===== config.mk =====
export PLATFORM = sky130hd
export DESIGN_NAME = mul_issue_ctrl
export DESIGN_NICKNAME = d
export VERILOG_FILES = /design/src/rtl/mul_pkg.sv /design/src/rtl/mul_sign_fix.sv /design/src/rtl/mul_issue_ctrl.sv
export SDC_FILE = /design/constraint.sdc
export NUM_CORES = 1
export LEC_CHECK = 0
export ABC_AREA = 1
export BUFFER_PORTS_ARGS = -buffer_cell sky130_fd_sc_hd__buf_2
export CAP_MARGIN = 20
export CORE_ASPECT_RATIO = 0.9
export CORE_MARGIN = 1.5
export CORE_UTILIZATION = 40
export CTS_CLUSTER_DIAMETER = 120
export DETAILED_ROUTE_END_ITERATION = 8
export SLEW_MARGIN = 20
export SYNTH_ARGS = -nofsm -noshare
export SYNTH_HDL_FRONTEND = slang
export SYNTH_HIERARCHICAL = 1
export SYNTH_SLANG_ARGS = --single-unit
export TNS_END_PERCENT = 20

===== constraint.sdc =====
create_clock -name clk -period 3.31 [get_ports clk]
set_input_delay 0 -clock clk [delete_from_list [all_inputs] [get_ports clk]]
set_output_delay 0 -clock clk [all_outputs]
set_load 0.02 [all_outputs]

===== src/rtl/mul_pkg.sv =====
// Shared encodings for the multiply issue controller:
// request opcodes, signedness modes and the FSM state type.
package mul_pkg;

    localparam logic [1:0] MUL_OP_MUL    = 2'b00;
    localparam logic [1:0] MUL_OP_MULH   = 2'b01;
    localparam logic [1:0] MUL_OP_MULHSU = 2'b10;
    localparam logic [1:0] MUL_OP_MULHU  = 2'b11;

    typedef enum logic [1:0] {
        MODE_SS = 2'b00,
        MODE_SU = 2'b01,
        MODE_UU = 2'b10
    } mode_e;

    typedef enum logic [1:0] {
        S_IDLE  = 2'b00,
        S_ISSUE = 2'b01,
        S_WAIT  = 2'b10,
        S_FIX   = 2'b11
    } state_e;

    // MUL only needs the low word, which is the same for any signedness
    function automatic mode_e op_mode(input logic [1:0] op);
        mode_e m;
        m = MODE_UU;
        if (op == MUL_OP_MULH)
            m = MODE_SS;
        else if (op == MUL_OP_MULHSU)
            m = MODE_SU;
        return m;
    endfunction

endpackage


===== src/rtl/mul_sign_fix.sv =====
// Per-lane conditional two's-complement negate.
// Used for operand magnitudes and for the final product sign.
module mul_sign_fix #(
    parameter int N = 1,
    parameter int W = 32
) (
    input  logic [N-1:0][W-1:0] x,
    input  logic [N-1:0]        neg,
    output logic [N-1:0][W-1:0] y
);

    // negate each lane whose flag is set
    always_comb begin
        y = '0;
        for (int i = 0; i < N; i++)
            y[i] = neg[i] ? -x[i] : x[i];
    end

endmodule


===== src/rtl/mul_issue_ctrl.sv =====
// Sequencer between execute and the iterative 32x32 multiplier.
// Handles signedness, result word select and last-product reuse.
module mul_issue_ctrl
    import mul_pkg::*;
#(
    parameter int XLEN    = 32,
    parameter bit FUSE_EN = 1'b1
) (
    input  logic              clk,
    input  logic              rst_n,
    input  logic              flush,
    input  logic              req_valid,
    output logic              req_ready,
    input  logic [1:0]        req_op,
    input  logic [XLEN-1:0]   req_a,
    input  logic [XLEN-1:0]   req_b,
    output logic              resp_valid,
    output logic [XLEN-1:0]   resp_data,
    output logic              busy,
    output logic              mul_start,
    output logic [XLEN-1:0]   mul_a,
    output logic [XLEN-1:0]   mul_b,
    input  logic [2*XLEN-1:0] mul_product,
    input  logic              mul_ready
);

    state_e              state;
    logic [1:0]          op_r;
    logic [XLEN-1:0]     a_r;
    logic [XLEN-1:0]     b_r;
    mode_e               mode_r;
    logic                neg_r;
    logic [2*XLEN-1:0]   prod_r;
    logic                wait_first;

    logic                ent_v;
    logic [XLEN-1:0]     ent_a;
    logic [XLEN-1:0]     ent_b;
    mode_e               ent_m;
    logic [2*XLEN-1:0]   ent_p;

    mode_e               req_mode;
    logic                neg_req;
    logic [1:0]          neg_in;
    logic                hit;
    logic                accept;
    logic [1:0][XLEN-1:0] mag;
    logic [2*XLEN-1:0]   p_fix;

    assign req_ready = (state == S_IDLE);
    assign busy      = ~req_ready;
    assign accept    = req_valid && req_ready && !flush;
    assign req_mode  = op_mode(req_op);

    // operand sign flags and product sign for the incoming request
    always_comb begin
        neg_req   = 1'b0;
        neg_in    = 2'b00;
        unique case (req_mode)
            MODE_SS: begin
                neg_req   = req_a[XLEN-1] ^ req_b[XLEN-1];
                neg_in[0] = req_a[XLEN-1];
                neg_in[1] = req_b[XLEN-1];
            end
            MODE_SU: begin
                neg_req   = req_a[XLEN-1];
                neg_in[0] = req_a[XLEN-1];
            end
            default: ;
        endcase
    end

    // reuse lookup: MUL matches any mode, MULH* needs the same mode
    always_comb begin
        hit = FUSE_EN && ent_v &&
              (req_a == ent_a) && (req_b == ent_b) &&
              ((req_op == MUL_OP_MUL) || (req_mode == ent_m));
    end

    mul_sign_fix #(.N(2), .W(XLEN)) u_opnd_fix (
        .x   ({req_b, req_a}),
        .neg (neg_in),
        .y   (mag)
    );

    mul_sign_fix #(.N(1), .W(2*XLEN)) u_prod_fix (
        .x   (prod_r),
        .neg (neg_r),
        .y   (p_fix)
    );

    // issue FSM, result registers and reuse entry
    always_ff @(posedge clk or negedge rst_n) begin
        if (!rst_n) begin
            state      <= S_IDLE;
            op_r       <= MUL_OP_MUL;
            a_r        <= '0;
            b_r        <= '0;
            mode_r     <= MODE_UU;
            neg_r      <= 1'b0;
            prod_r     <= '0;
            wait_first <= 1'b0;
            ent_v      <= 1'b0;
            ent_a      <= '0;
            ent_b      <= '0;
            ent_m      <= MODE_UU;
            ent_p      <= '0;
            resp_valid <= 1'b0;
            resp_data  <= '0;
            mul_start  <= 1'b0;
            mul_a      <= '0;
            mul_b      <= '0;
        end else begin
            mul_start  <= 1'b0;
            resp_valid <= 1'b0;
            if (flush) begin
                state <= S_IDLE;
                ent_v <= 1'b0;
            end else begin
                unique case (state)
                    S_IDLE: begin
                        if (accept) begin
                            op_r <= req_op;
                            a_r  <= req_a;
                            b_r  <= req_b;
                            if (hit) begin
                                mode_r <= ent_m;
                                neg_r  <= 1'b0;
                                prod_r <= ent_p;
                                state  <= S_FIX;
                            end else begin
                                mode_r    <= req_mode;
                                neg_r     <= neg_req;
                                mul_a     <= mag[0];
                                mul_b     <= mag[1];
                                mul_start <= 1'b1;
                                state     <= S_ISSUE;
                            end
                        end
                    end
                    S_ISSUE: begin
                        wait_first <= 1'b1;
                        state      <= S_WAIT;
                    end
                    S_WAIT: begin
                        if (wait_first) begin
                            wait_first <= 1'b0;
                        end else if (mul_ready) begin
                            prod_r <= mul_product;
                            state  <= S_FIX;
                        end
                    end
                    S_FIX: begin
                        resp_data  <= (op_r == MUL_OP_MUL) ?
                                      p_fix[XLEN-1:0] :
                                      p_fix[2*XLEN-1:XLEN];
                        resp_valid <= 1'b1;
                        ent_v      <= FUSE_EN;
                        ent_a      <= a_r;
                        ent_b      <= b_r;
                        ent_m      <= mode_r;
                        ent_p      <= p_fix;
                        state      <= S_IDLE;
                    end
                    default: state <= S_IDLE;
                endcase
            end
        end
    end

endmodule


==> results of run 1 <==
-- worst max path at each step --
stage / slack (ns) / cells past startpoint / to
6_report: 0.46 / 13 / mul_a[15]
5_1_grt: 0.18 / 13 / mul_b[5]
4_1_cts: 0.72 / 13 / prod_r[37]
3_5_place_dp: 0.76 / 13 / prod_r[37]
3_3_place_gp: 0.77 / 13 / prod_r[1]
2_1_floorplan: 1.31 / 10 / prod_r[14]
-- power by group through the flow --
| stage | clock [mW] | combinational, mW | sequential, mW |
|---|---|---|---|
| 4_1_cts | 4.92 | 10.1 | 8.03 |
| 3_5_place_dp | 0 | 9.88 | 8.07 |
| 6_report | 4.81 | 10.2 | 8.04 |
| 3_3_place_gp | 0 | 9.74 | 8.00 |
| 5_1_grt | 5.10 | 11.3 | 8.30 |
| 2_1_floorplan | 0 | 6.28 | 8.32 |
-- kinds of logic after synthesis --
logic type / count (synthesis) / share of synthesized area [%]
and+or+nand+nor: 1813 / 35.4
xor gates and xnor gates: 67 / 2.83
DFF: 365 / 43.5
buffers and inverters: 427 / 8.42
adders and majority gates: 9 / 0.536
AOI/OAI and AO/OA: 374 / 9.34
-- flip-flops by register name (all words and copies together), names as in the netlist, 2 cells and up --
signal / count
ent_p: 64
prod_r: 64
a_r: 32
b_r: 32
ent_a: 32
ent_b: 32
mul_a: 32
mul_b: 32
resp_data: 32
ent_m: 2
mode_r: 2
op_r: 2
state: 2
-- cells in the mapped netlist (all sizes together) --
master	count	area [µm²]
ha	9	113
buf	50	350
xor2	33	297
and3	1	6.26
inv	307	1150
dfstp	2	52.6
nand3b	6	45.0
o221ai	3	26.3
clkbuf	70	267
nand2	1284	4890
o21ai	362	1880
nand4	30	188
nor3	2	10.0
a31oi	2	12.5
nand3	145	778
xnor2	34	298
or2	1	6.26
nor2	344	1510
a21oi	5	25.0
dfrtp	363	9080
o21bai	2	15.0
-- through the flow --
step                      power (mW)  util (%)  std cells
after floorplan                 14.6         -       3055
after global placement          17.7      43.9       3882
after detailed placement        17.9      43.9       3882
after CTS                       23.0      49.2       4098
after global routing            24.7      49.2       4098
final                           23.0      49.2       4098
-- worst max-delay path, cell delays in order (launching register included) --
cell and delay, ns:
dfrtp_1 0.34, inv_1 0.05, nand2_1 0.13, nand2_1 0.07, nor2_1 0.19, nand2_1 0.07
nor2_1 0.08, nand2_1 0.06, nor2_1 0.27, nand3_2 0.20, nand2_2 0.12, clkinv_2 0.72
nand2_1 0.31, nand2_1 0.07
-- cell type report --
type | count | area [µm²] | share of cell area, %
clock buffer | 65 | 1310 | 5.14
timing repair buffer | 395 | 2790 | 11.0
tap | 688 | 861 | 3.38
clock inverter | 15 | 110 | 0.432
sequential | 365 | 9140 | 35.8
multi-input combinational | 2263 | 10100 | 39.7
inverter | 307 | 1150 | 4.52
-- metal layers --
| metal | vias up | global-route usage (%) | share of wire [%] |
|---|---|---|---|
| met5 | - | 0 | 0 |
| met4 | 0 | 8.23 | 2.6 |
| met3 | 117 | 3.44 | 6.9 |
| met2 | 734 | 37.8 | 41 |
| met1 | 9805 | 40.6 | 49 |
| li1 | 10100 | - | - |
-- timing repair --
action                                 in CTS  in global routing
endpoints found under the hold margin     287                  0
buffers inserted                            0                  0
hold buffers                              136                  0
resized for setup                           0                  0
==> out/qor.yml, run 1 <==
job:
  max_cap_violations: 0
grt:
  overflow: 0
  track_usage_pct: 26.3
  grt_pass1_wl_mm: 111
  grt_pass1_vias: 19700
  grt_start_max_net_pins: 187
  antenna_found_initial: 0
layout:
  final_nets: 3521
  fillers: 5226
  syn_to_final_growth_pct: 21.4
  drive_above_1_share_pct: 12.4
  antenna_cells: 0
  stdcell_area_um2: 25500
  layout_common_cells: "nand2_1, dfrtp_1, o21ai_0"
  final_common_cell: "nand2_1"
setup_path:
  r2r-end: "mul_a[15]"
  critPathKind: "reg2reg"
  crit_fanout: 65
  rr_worst_depth: 13
  crit_path_start: "ent_b[13]"
  crit_path_start_kind: "flop"
  r2r_start: "ent_b[13]"
  end_kind: "flop"
  cp_data_arrival_time_ns: 3.30
  cp_data_required_time_ns: 3.75
  ff2ff_setup_slack_ns: 0.46
routing:
  ant_nets: 0
  drt_pre_antenna_iters: 5
  wl_per_cell_um: 17.3
  viasPerCell: 5.07
  drc: 0
  drt_first_iter_violations: 2015
  drt_wl_total_mm: 71.1
  vias: 20800
logic_synthesis:
  ys_seq_elements: 365
  syn_nets: 3199
  netlist_instances: 3055
  ys_seq_area_share_pct: 43.5
  ys_warn_count: 6
  synth_area_um2: 21000
  synth.avg_cell_area_um2: 6.87
  yosysUniqueCellTypes: 37
timing:
  rsz0062_at_grt: "no"
  maxSlewHeadroom_pct: 36.3
  min_period_over_period_pct: 86.1
  slew_violations: 0
  report.final.hold_viol_count: 0
  fin_ws_ns: 0.458
  tightest_slew_ns: 0.956
  max_freq_mhz: 351
  setup_viol: 0
  finalSetupTns_ns: 0
  holdWs_ns: 0.0735
  final.min_clock_period_ns: 2.85
  skew_ns: 0.0157
power:
  pwr-share-comb_pct: 44.1
  p_switching_mw: 10.5
  p_int_mw: 12.5
  seqPwrFrac_pct: 34.9
  clkPwrFrac_pct: 20.9
  power_density_nw_per_um2: 902
  switching_share_pct: 45.6
  ir_drop_uv: 423
  cellLeakagePower_nw: 13.2
cts:
  cts.sinks: 365
  cts_buffer_depth: 3
  cts_tree: "done"
  clk_root_buffer_cell: "clkbuf_16"
  htreeDepth: 2
  numCtsBuffers: 45
  clk_latency_ns: 0.57
  cts.clk_slew.worst_paths_ns: 0.06
outcome:
  status: "complete, no violations"
placement:
  hpwlAfterDp_mm: 51.5
  port_buffers: 234
  placed_area_um2: 22700
  dp_slack_ns: 0.759
  gp_congestion: 0.907
floorplanning:
  initial_core_util_pct: 40.5
  core_area_um2: 51800
  io_pins: 235
  die_w_um: 245
  rows: 79
  die-height_um: 220
  die-area_um2: 53900
min_path:
  hold_class: "in2async"
(Power assumes the default switching activity.)
==> run 2: changes to the inputs <==
--- a/config.mk
+++ b/config.mk
@@ -13,9 +13,8 @@
 export CORE_UTILIZATION = 40
 export CTS_CLUSTER_DIAMETER = 120
 export DETAILED_ROUTE_END_ITERATION = 8
-export SLEW_MARGIN = 20
+export SLEW_MARGIN = 40
 export SYNTH_ARGS = -nofsm -noshare
 export SYNTH_HDL_FRONTEND = slang
-export SYNTH_HIERARCHICAL = 1
 export SYNTH_SLANG_ARGS = --single-unit
 export TNS_END_PERCENT = 20
==> run 2 against run 1 <==
Effect of this change: clock power shrank 1%; worst hold slack worse by 0.056 ns; clock skew grew 0.018 ns; count of clock-buffer cells in the layout shrank 3; first-iteration DRC count fell by 22%; largest power group unchanged; highest routed layer is now met5.
==> out/qor.yml, run 2 <==
outcome:
  status: "complete, no violations"
cts:
  cts_buffer_depth: 3  # unchanged
  cts_tree: "done"
  cts.clk_slew.worst_paths_ns: 0.06  # about the same
  numCtsBuffers: 42  # -6.7%
  cts_resized: 0  # unchanged
  htreeDepth: 2  # unchanged
  clk_latency_ns: 0.59  # +0.02 ns
  cts.sinks: 365  # unchanged
  clk_root_buffer_cell: "clkbuf_16"
routing:
  drt_first_iter_violations: 1575  # -22%
  drc: 0  # unchanged
  drt_pre_antenna_iters: 6  # +1
  wl_per_cell_um: 17.6  # +1.3%
  ant_nets: 0  # unchanged
  viasPerCell: 5.11  # +0.81%
  drt_wl_total_mm: 66.0  # -7.2%
  vias: 19200  # -7.7%
setup_path:
  path_buf_inv: 6  # +4
  end_kind: "flop"
  cp_data_required_time_ns: 3.78  # +0.03 ns
  critPathTopFamily: "buffers and inverters"
  cp_data_arrival_time_ns: 3.19  # -0.11 ns
  crit_fanout: 18  # -72%
  crit_chain: "dlygate4sd3_1 > buf_2 > inv_1 > ha_1 > nand2_1 > clkinv_1 > buf_4 > nand4_1 > nor2_1 > a21oi_1 > dlygate4sd3_1 > o21ai_1"
  crit_path_start_kind: "input pin"
  cp_slowest_stage_delay_ns: 0.59  # -0.13 ns
  critPathKind: "in2reg"
  crit_slowest_cell: "clkinv_1"
  crit_path_frequent_cell: "dlygate4sd3_1"
  ff2ff_setup_slack_ns: 0.72  # +0.26 ns
floorplanning:
  die-height_um: 217  # -1.7%
  initial_core_util_pct: 40.3  # -0.23 points
  core_area_um2: 50300  # -3.0%
  io_pins: 235  # unchanged
  die-area_um2: 52000  # -3.5%
  rows: 78  # -1.3%
  die_w_um: 240  # -1.7%
logic_synthesis:
  synth_most_common_cell: "nand2_1"
  synth_common_cells: "nand2_1, dfrtp_1, nor2_1, o21ai_0, inv_1"
  synth.avg_cell_area_um2: 7.47  # +8.7%
  ys_seq_area_share_pct: 45.1  # +1.6 points
  ys_async_sr_fraction_pct: 100  # unchanged
  synth_area_um2: 20300  # -3.5%
  ys_warn_count: 0  # -6
  synth-edff-count: 0  # unchanged
  synth_area_leaders: "dfrtp_1, nand2_1, o21ai_0, nor2_1, nand3_1"
  ys_seq_elements: 365  # unchanged
  netlist_instances: 2712  # -11%
  yosysUniqueCellTypes: 40  # +8.1%
  synth_top_cell_by_area: "dfrtp_1"
  syn_nets: 2857  # -11%
  synth_ff_type: "dfrtp_1"
  synth_top_area_share_pct: 44.8  # +1.6 points
layout:
  final_common_cell: "nand2_1"
  largestRegisters: "ent_p (64), prod_r (64)"
  fillers: 4898  # -6.3%
  final_nets: 3182  # -9.6%
  syn_to_final_growth_pct: 22.2
  drive_above_1_share_pct: 15.8  # +3.3 points
  layout_common_cells: "nand2_1, dfrtp_1, nor2_1"
timing:
  maxSlewHeadroom_pct: 43.7  # +7.4 points
  tightest_slew_ns: 0.841  # -0.115 ns
  setup_viol: 0  # unchanged
  min_period_over_period_pct: 82.3  # -3.9 points
  report.final.hold_viol_count: 0  # unchanged
  slew_violations: 0  # unchanged
  skew_ns: 0.0334  # +0.0177 ns
  rsz0062_at_grt: "no"
  finalSetupTns_ns: 0  # unchanged
  final.min_clock_period_ns: 2.72  # -0.129 ns
  max_freq_mhz: 367  # +4.7%
job:
  max_cap_violations: 0  # unchanged
power:
  power_density_nw_per_um2: 900  # -0.25%
  cellLeakagePower_nw: 12.2  # -7.6%
  power_mw: 22.3  # -3.2%
  ir_drop_uv: 526  # +24%
placement:
  port_buffers: 234  # unchanged
  gp_congestion: 0.986  # +8.7%
  hpwlAfterDp_mm: 47.3  # -8.1%
grt:
  grt_pass1_wl_mm: 104  # -5.9%
  track_usage_pct: 25.7  # -0.65 points
  overflow: 0  # unchanged
  antenna_found_initial: 5  # +5
  grt_pass1_vias: 18800  # -4.6%
  grt_start_max_net_pins: 167  # -11%
min_path:
  hold_class: "in2async"
-- run 2: power by group --
part / total [mW] / leakage (nW) / switching [mW] / internal [mW]
clock: 4.74 / 0.682 / 1.99 / 2.74
sequential: 8.20 / 4.54 / 1.61 / 6.59
combinational: 9.33 / 6.96 / 6.14 / 3.19
-- run 2: through the flow --
stage	std cells	util [%]	setup WS [ns]	area (µm²)	hold slack (ns)
4_1_cts	3751	49.2	0.693	24700	0.0451
2_1_floorplan	2712	-	1.23	20300	-0.296
3_5_place_dp	3537	43.8	0.730	22000	0.0375
3_3_place_gp	3537	43.8	0.765	22000	0.0340
5_1_grt	3752	49.2	0.368	24800	0.0764
6_report	3754	49.3	0.587	24800	0.0177
-- run 2: path summary, 6_finish.rpt --
path / startpoint / endpoint / depth (start not counted)
setup / recovery: req_op[1] / mul_b[31] / 12
hold / removal: rst_n / ent_p[37] / 2
setup reg to reg: ent_b[22] / prod_r[24] / 10
hold reg to reg: resp_data[18] / resp_data[18] / 2
max in group asynchronous: rst_n / prod_r[12] / 3
min in group clk: req_b[15] / b_r[15] / 4
-- run 2: cell type report --
cell class	count	area, µm²	share of cell area [%]
timing repair buffer	396	2840	11.5
multi-input combinational	2015	9710	39.2
clock inverter	16	203	0.819
sequential	365	9140	36.9
antenna	3	7.51	0.0303
tap	680	851	3.44
inverter	217	815	3.29
clock buffer	62	1190	4.79
-- run 2: timing repair --
action	in CTS	in global routing
hold buffers	136	0
setup buffers	0	0
hold endpoints to repair	472	0
endpoints found under the setup margin	0	0
-- run 2: worst reg2reg max path: stages, from the launching register on --
cell and delay [ns]:
dfrtp_1 0.39, xnor2_1 0.27, nand3_1 0.16, nor2_1 0.12, nand2_1 0.10, nor2_4 0.16
nand2_4 0.10, nand2_4 0.30, nand2_4 0.52, nand2_1 0.27, nand2_1 0.07
-- run 2: logic make-up (layout without fill, tap and decap cells) --
logic type | count (synthesis) | in the layout | share of synthesized area [%]
muxes | 50 | 50 | 2.78
adders and majority gates | 10 | 10 | 0.617
DFF | 365 | 365 | 45.1
buffers and inverters | 332 | 691 | 7.09
and+or+nand+nor | 1563 | 1563 | 32.8
other | 0 | 3 | 0
AOI/OAI and AO/OA | 310 | 310 | 8.06
xor gates and xnor gates | 82 | 82 | 3.54
-- run 2: routing by layer --
layer / vias to the layer above / wire length (µm) / global-route usage, %
li1: 9285 / - / -
met1: 9148 / 29300 / 34.9
met2: 599 / 30100 / 40.3
met3: 135 / 4050 / 4.53
met4: 4 / 2570 / 10.4
met5: - / 27 / 0
